$ cat src/rtl/hazard_ctrl_mc.sv
`default_nettype none
// ============================================================================
//  Module      : hazard_ctrl_mc
//  Description : Hazard/forwarding controller for a 5-stage pipeline.
//                M/W operand forwarding into E, branch/jump flushes,
//                multi-cycle load-use stalling and a multi-cycle execute
//                (mul/div) hold of the E stage.
//  Revision    : 1.0 - initial release
// ============================================================================
module hazard_ctrl_mc #(
    parameter int REG_AW  = 5,
    parameter int LD_LAT  = 1,
    parameter int MUL_LAT = 4
) (
    input  logic              clk,
    input  logic              rst,
    input  logic [REG_AW-1:0] Rs1D,
    input  logic [REG_AW-1:0] Rs2D,
    input  logic [REG_AW-1:0] Rs1E,
    input  logic [REG_AW-1:0] Rs2E,
    input  logic [REG_AW-1:0] RdE,
    input  logic [REG_AW-1:0] RdM,
    input  logic [REG_AW-1:0] RdW,
    input  logic              RegWriteM,
    input  logic              RegWriteW,
    input  logic              ResultSrcE0,
    input  logic [1:0]        PCSrcE,
    input  logic              MulStartE,
    output logic              StallF,
    output logic              StallD,
    output logic              StallE,
    output logic              FlushD,
    output logic              FlushE,
    output logic              FlushM,
    output logic [1:0]        ForwardAE,
    output logic [1:0]        ForwardBE,
    output logic              MulBusy
);

    localparam int LD_CW = $clog2(LD_LAT + 1);
    localparam int MC_CW = $clog2(MUL_LAT + 1);

    localparam logic [0:0] c_LD_IDLE = 1'b0;
    localparam logic [0:0] c_LD_WAIT = 1'b1;
    localparam logic [0:0] c_MC_IDLE = 1'b0;
    localparam logic [0:0] c_MC_BUSY = 1'b1;

    // The first stall cycle is issued from IDLE, so WAIT/BUSY cover the rest.
    localparam logic             c_LD_MULTI  = (LD_LAT > 1);
    localparam logic             c_MUL_MULTI = (MUL_LAT > 1);
    localparam logic [LD_CW-1:0] c_LD_RELOAD = LD_CW'(LD_LAT > 1 ? LD_LAT - 1 : 0);
    localparam logic [MC_CW-1:0] c_MC_RELOAD = MC_CW'(MUL_LAT > 1 ? MUL_LAT - 2 : 0);
    localparam logic [LD_CW-1:0] c_LD_ONE    = LD_CW'(1);

    logic [0:0]       r_ldState;
    logic [0:0]       w_ldStateNext;
    logic [LD_CW-1:0] r_ldCnt;
    logic [LD_CW-1:0] w_ldCntNext;
    logic [0:0]       r_mcState;
    logic [0:0]       w_mcStateNext;
    logic [MC_CW-1:0] r_mcCnt;
    logic [MC_CW-1:0] w_mcCntNext;

    logic w_ldHit;
    logic w_ldStall;
    logic w_mulStall;

    // Stall sources: a load in E feeding D, and a multi-cycle op holding E.
    always_comb begin
        w_ldHit    = ResultSrcE0 && (RdE != '0) && ((Rs1D == RdE) || (Rs2D == RdE));
        w_mulStall = ((r_mcState == c_MC_IDLE) && MulStartE && c_MUL_MULTI) ||
                     ((r_mcState == c_MC_BUSY) && (r_mcCnt != '0));
        // A held E stage masks new load-use detection until the op completes.
        w_ldStall  = ((r_ldState == c_LD_IDLE) && w_ldHit && !w_mulStall) ||
                     (r_ldState == c_LD_WAIT);
    end

    // State and counter registers for both FSMs.
    always_ff @(posedge clk) begin
        if (rst) begin
            r_ldState <= c_LD_IDLE;
            r_ldCnt   <= '0;
            r_mcState <= c_MC_IDLE;
            r_mcCnt   <= '0;
        end else begin
            r_ldState <= w_ldStateNext;
            r_ldCnt   <= w_ldCntNext;
            r_mcState <= w_mcStateNext;
            r_mcCnt   <= w_mcCntNext;
        end
    end

    // Next-state logic for the load-use and multi-cycle FSMs.
    always_comb begin
        w_ldStateNext = r_ldState;
        w_ldCntNext   = r_ldCnt;
        w_mcStateNext = r_mcState;
        w_mcCntNext   = r_mcCnt;

        case (r_ldState)
            c_LD_IDLE: begin
                if (w_ldHit && !w_mulStall && c_LD_MULTI) begin
                    w_ldStateNext = c_LD_WAIT;
                    w_ldCntNext   = c_LD_RELOAD;
                end
            end
            c_LD_WAIT: begin
                w_ldCntNext = r_ldCnt - 1'b1;
                if (r_ldCnt == c_LD_ONE) begin
                    w_ldStateNext = c_LD_IDLE;
                end
            end
            default: w_ldStateNext = c_LD_IDLE;
        endcase

        // MulStartE is deliberately ignored while BUSY; the same op is still in E.
        case (r_mcState)
            c_MC_IDLE: begin
                if (MulStartE && c_MUL_MULTI) begin
                    w_mcStateNext = c_MC_BUSY;
                    w_mcCntNext   = c_MC_RELOAD;
                end
            end
            c_MC_BUSY: begin
                if (r_mcCnt != '0) begin
                    w_mcCntNext = r_mcCnt - 1'b1;
                end else begin
                    w_mcStateNext = c_MC_IDLE;
                end
            end
            default: w_mcStateNext = c_MC_IDLE;
        endcase
    end

    // Output decode: forwarding muxes, stalls and flushes, all forced low in reset.
    always_comb begin
        StallF    = 1'b0;
        StallD    = 1'b0;
        StallE    = 1'b0;
        FlushD    = 1'b0;
        FlushE    = 1'b0;
        FlushM    = 1'b0;
        ForwardAE = 2'b00;
        ForwardBE = 2'b00;
        MulBusy   = 1'b0;

        if (!rst) begin
            // M is the younger producer, so it takes priority over W.
            if ((Rs1E == RdM) && RegWriteM && (Rs1E != '0)) begin
                ForwardAE = 2'b10;
            end else if ((Rs1E == RdW) && RegWriteW && (Rs1E != '0)) begin
                ForwardAE = 2'b01;
            end

            if ((Rs2E == RdM) && RegWriteM && (Rs2E != '0)) begin
                ForwardBE = 2'b10;
            end else if ((Rs2E == RdW) && RegWriteW && (Rs2E != '0)) begin
                ForwardBE = 2'b01;
            end

            StallF  = w_ldStall | w_mulStall;
            StallD  = w_ldStall | w_mulStall;
            StallE  = w_mulStall;
            FlushM  = w_mulStall;
            FlushD  = (PCSrcE != 2'b00);
            // E is never flushed while it is being held by the multi-cycle op.
            FlushE  = (w_ldStall | (PCSrcE != 2'b00)) & !w_mulStall;
            MulBusy = (r_mcState == c_MC_BUSY);
        end
    end

endmodule
`default_nettype wire

$ cat config.mk
export PLATFORM = sky130hd
export DESIGN_NAME = hazard_ctrl_mc
export DESIGN_NICKNAME = d
export VERILOG_FILES = /design/src/rtl/hazard_ctrl_mc.sv
export SDC_FILE = /design/constraint.sdc
export NUM_CORES = 1
export LEC_CHECK = 0
export CAP_MARGIN = 10
export CORE_MARGIN = 10
export CORE_UTILIZATION = 38
export DETAILED_ROUTE_END_ITERATION = 10
export PLACE_DENSITY = 0.86
export SYNTH_ARGS = -nofsm -noshare
export SYNTH_HDL_FRONTEND = slang
export SYNTH_SLANG_ARGS = --single-unit
$ cat constraint.sdc
create_clock -name clk -period 3.66 [get_ports clk]
set_input_delay 0.732 -clock clk [delete_from_list [all_inputs] [get_ports clk]]
set_output_delay 0.732 -clock clk [all_outputs]
set_load 0.005 [all_outputs]
==> flow_summary.json <==
{
  "initial_utilization": 0.397,
  "swShare": 0.298,
  "crit_type": "in2out",
  "synth.cell_area_um2": 779,
  "pwr-share-comb": 0.510,
  "synth_nets": 140,
  "finalCritPeriodShare": 0.952,
  "htreeDepth": 1,
  "startpoint_type": "primary input",
  "cts_buffer_depth": 2,
  "ys_top_cells_by_area": "xnor2_1 19%, xor2_1 16%, dfxtp_1 15%",
  "hold_viol": 0,
  "setup_violations": 0,
  "critPathBufInv": 2,
  "clock-root-buffer": "clkbuf_4",
  "crit_path_end_kind": "output port",
  "antenna_found_initial": 0,
  "cts_made_buffers": 3,
  "finClkSkew_ns": 0.000472,
  "clk_latency_ns": 0.24,
  "cp_slowest_cell": "or4_4",
  "drt-pass1-iter-count": 4,
  "dieHeight_um": 65.3,
  "synth_area_per_cell_um2": 8.21,
  "hpwl_mm": 2.47,
  "drtIter0Drc": 41,
  "dieArea_um2": 4260,
  "cts-hold-fix-buffers": 0,
  "num-fill-cells": 196,
  "worstMarginPinSlew_ns": 0.591,
  "p_sw_mw": 0.0808,
  "wirelength_mm": 2.66,
  "seqPwrFrac": 0.267,
  "power.share.clock": 0.223,
  "place_congestion": 0.840,
  "yosysTopAreaCell": "xnor2_1",
  "drc": 0,
  "wl_per_cell_um": 15.2,
  "status": "completed",
  "p_int_mw": 0.190,
  "grt_pass1_vias": 928,
  "finalCriticalPeriod_ns": 3.48,
  "worst_slack_ns": 0.177,
  "crit_required_ns": 2.93,
  "io_buffers": 53,
  "synth_seq_area_share": 0.154,
  "drtAntennaViolNets": 0,
  "drv_slew": 0,
  "vias": 861,
  "synthFlopType": "dfxtp_1",
  "area_growth_pct": 72.9,
  "cap_viol_max_count": 0,
  "io_pins": 54,
  "ir_drop_mv": 0.132,
  "synthArstFlopShare": 0,
  "synth-seq-cells": 6,
  "slew-limit-headroom": 0.604,
  "grt.overflow.total": 0,
  "slowest_delay_ns": 0.58,
  "synth_edf_count": 0,
  "critical_path.cell_chain": "clkdlybuf4s50_1 -> or4_4 -> nor2_4 -> nor4_2 -> nor4_2 -> clkdlybuf4s50_1",
  "ctsResizeCount": 0,
  "place_ws_ns": 0.155,
  "ys_types": 28,
  "p_leak_nw": 0.467,
  "hold_path_class": "reg2reg",
  "setup-tns-final_ns": 0,
  "crit_fanout": 3,
  "tritoncts": "built",
  "clock-sinks": 6,
  "syn_inst": 95,
  "layout-drive-gt1-share": 0.0878,
  "nNetsFinal": 195,
  "clk_pin_slew_ns": 0.04,
  "power.density_nw_per_um2": 201,
  "die_w_um": 65.3,
  "rsz0062_at_grt": "false",
  "cp.arrival_ns": 2.75,
  "viasPerCell": 4.92,
  "synth_top_area_frac": 0.191,
  "core_area_um2": 1960,
  "yosysWarnings": 0,
  "grt_max_degree": 13,
  "timing.fmax_mhz": 287,
  "path_delay_family": "buffers and inverters",
  "grt_first_pass_wirelength_mm": 4.37,
  "antennaDiodeCount": 0,
  "track_usage": 0.126,
  "rows": 16,
  "post_cts.repair.setup_buffers": 0
}
==> routing by layer <==
metal | GRT usage | up-vias | routed length, um
met5 | 0 | - | 0
met4 | 0.0321 | 0 | 6
met3 | 0.0424 | 2 | 161
met2 | 0.246 | 25 | 1490
met1 | 0.123 | 400 | 999
li1 | - | 434 | -
==> final timing paths <==
path                                         startpoint                      end  slack [ns]  cells past startpoint
worst max-delay path                            Rs1E[1]             ForwardAE[0]        0.18                      6
worst min-delay path               r_ldCnt$_SDFFE_PP0P_     r_ldState$_SDFF_PP0_        0.45                      1
worst max register to register  r_mcCnt[0]$_SDFFE_PP0P_  r_mcCnt[1]$_SDFFE_PP0P_        2.13                      5
worst min register to register     r_ldCnt$_SDFFE_PP0P_     r_ldState$_SDFF_PP0_        0.45                      1
==> placed cells by master (no fill, tap or decap), types with 3 or more instances in the layout <==
cell / count
clkdlybuf4s50_1: 53
xnor2_1: 17
xor2_1: 14
nor2_1: 9
inv_1: 6
dfxtp_1: 6
nand4_1: 4
nor4_2: 4
o21ai_0: 4
nor2b_1: 3
and2_1: 3
nor3_1: 3
clkbuf_4: 3
==> cell type report <==
cell class | instances | area (um^2) | share of cell area
clock buffers | 3 | 22.5 | 0.0167
inverters | 6 | 22.5 | 0.0167
multi-input cells | 80 | 618 | 0.459
flip-flops and latches | 6 | 120 | 0.0891
well taps | 27 | 33.8 | 0.0251
repair buffers | 53 | 531 | 0.394
==> worst reg2reg max path: cells and delay by family (launching register included) <==
kind,cells,cell delay (ns)
AOI/OAI and AO/OA,2,0.77
and+or+nand+nor,1,0.09
DFF,1,0.30
adders and majority gates,1,0.22
buffers and inverters,1,0.07
==> power by group through the flow <==
stage	Clock [mW]	Combinational [mW]	Sequential (mW)
4_1_cts	0.0636	0.140	0.0723
6_report	0.0606	0.138	0.0724
5_1_grt	0.0688	0.151	0.0728
2_1_floorplan	0	0.0602	0.0728
3_3_place_gp	0	0.135	0.0735
3_5_place_dp	0	0.139	0.0735
==> cells by family after synthesis <==
family / Yosys count / synth area share
buf+inv: 9 / 0.0530
flops: 6 / 0.154
fa+ha+maj: 2 / 0.0321
mux: 1 / 0.0144
compound gates: 11 / 0.0963
xor+xnor: 31 / 0.348
simple gates: 35 / 0.302
==> Yosys cell counts (2+ instances only) <==
master,count
and2_1,3
buf_4,2
dfxtp_1,6
ha_1,2
inv_1,6
nand2_1,2
nand4_1,4
nor2_1,9
nor2_4,2
nor2b_1,3
nor3_1,3
nor4_2,4
o21ai_0,4
or4_4,2
xnor2_1,17
xor2_1,14
==> sequential cells by signal, indices dropped and copies added (netlist names) <==
name / count
r_ldState: 1
r_mcState: 1
r_ldCnt: 1
r_mcCnt: 3
==> through the flow <==
step,hold slack [ns],total power [mW],utilization,instance area [um^2],cells
CTS,0.447,0.276,0.687,1350,175
detailed placement,0.430,0.213,0.675,1330,172
floorplan,0.420,0.133,-,779,95
finish,0.446,0.271,0.687,1350,175
global route,0.467,0.292,0.687,1350,175
global placement,0.432,0.208,0.675,1330,172
No activity file was read; power rests on OpenSTA's default activity.
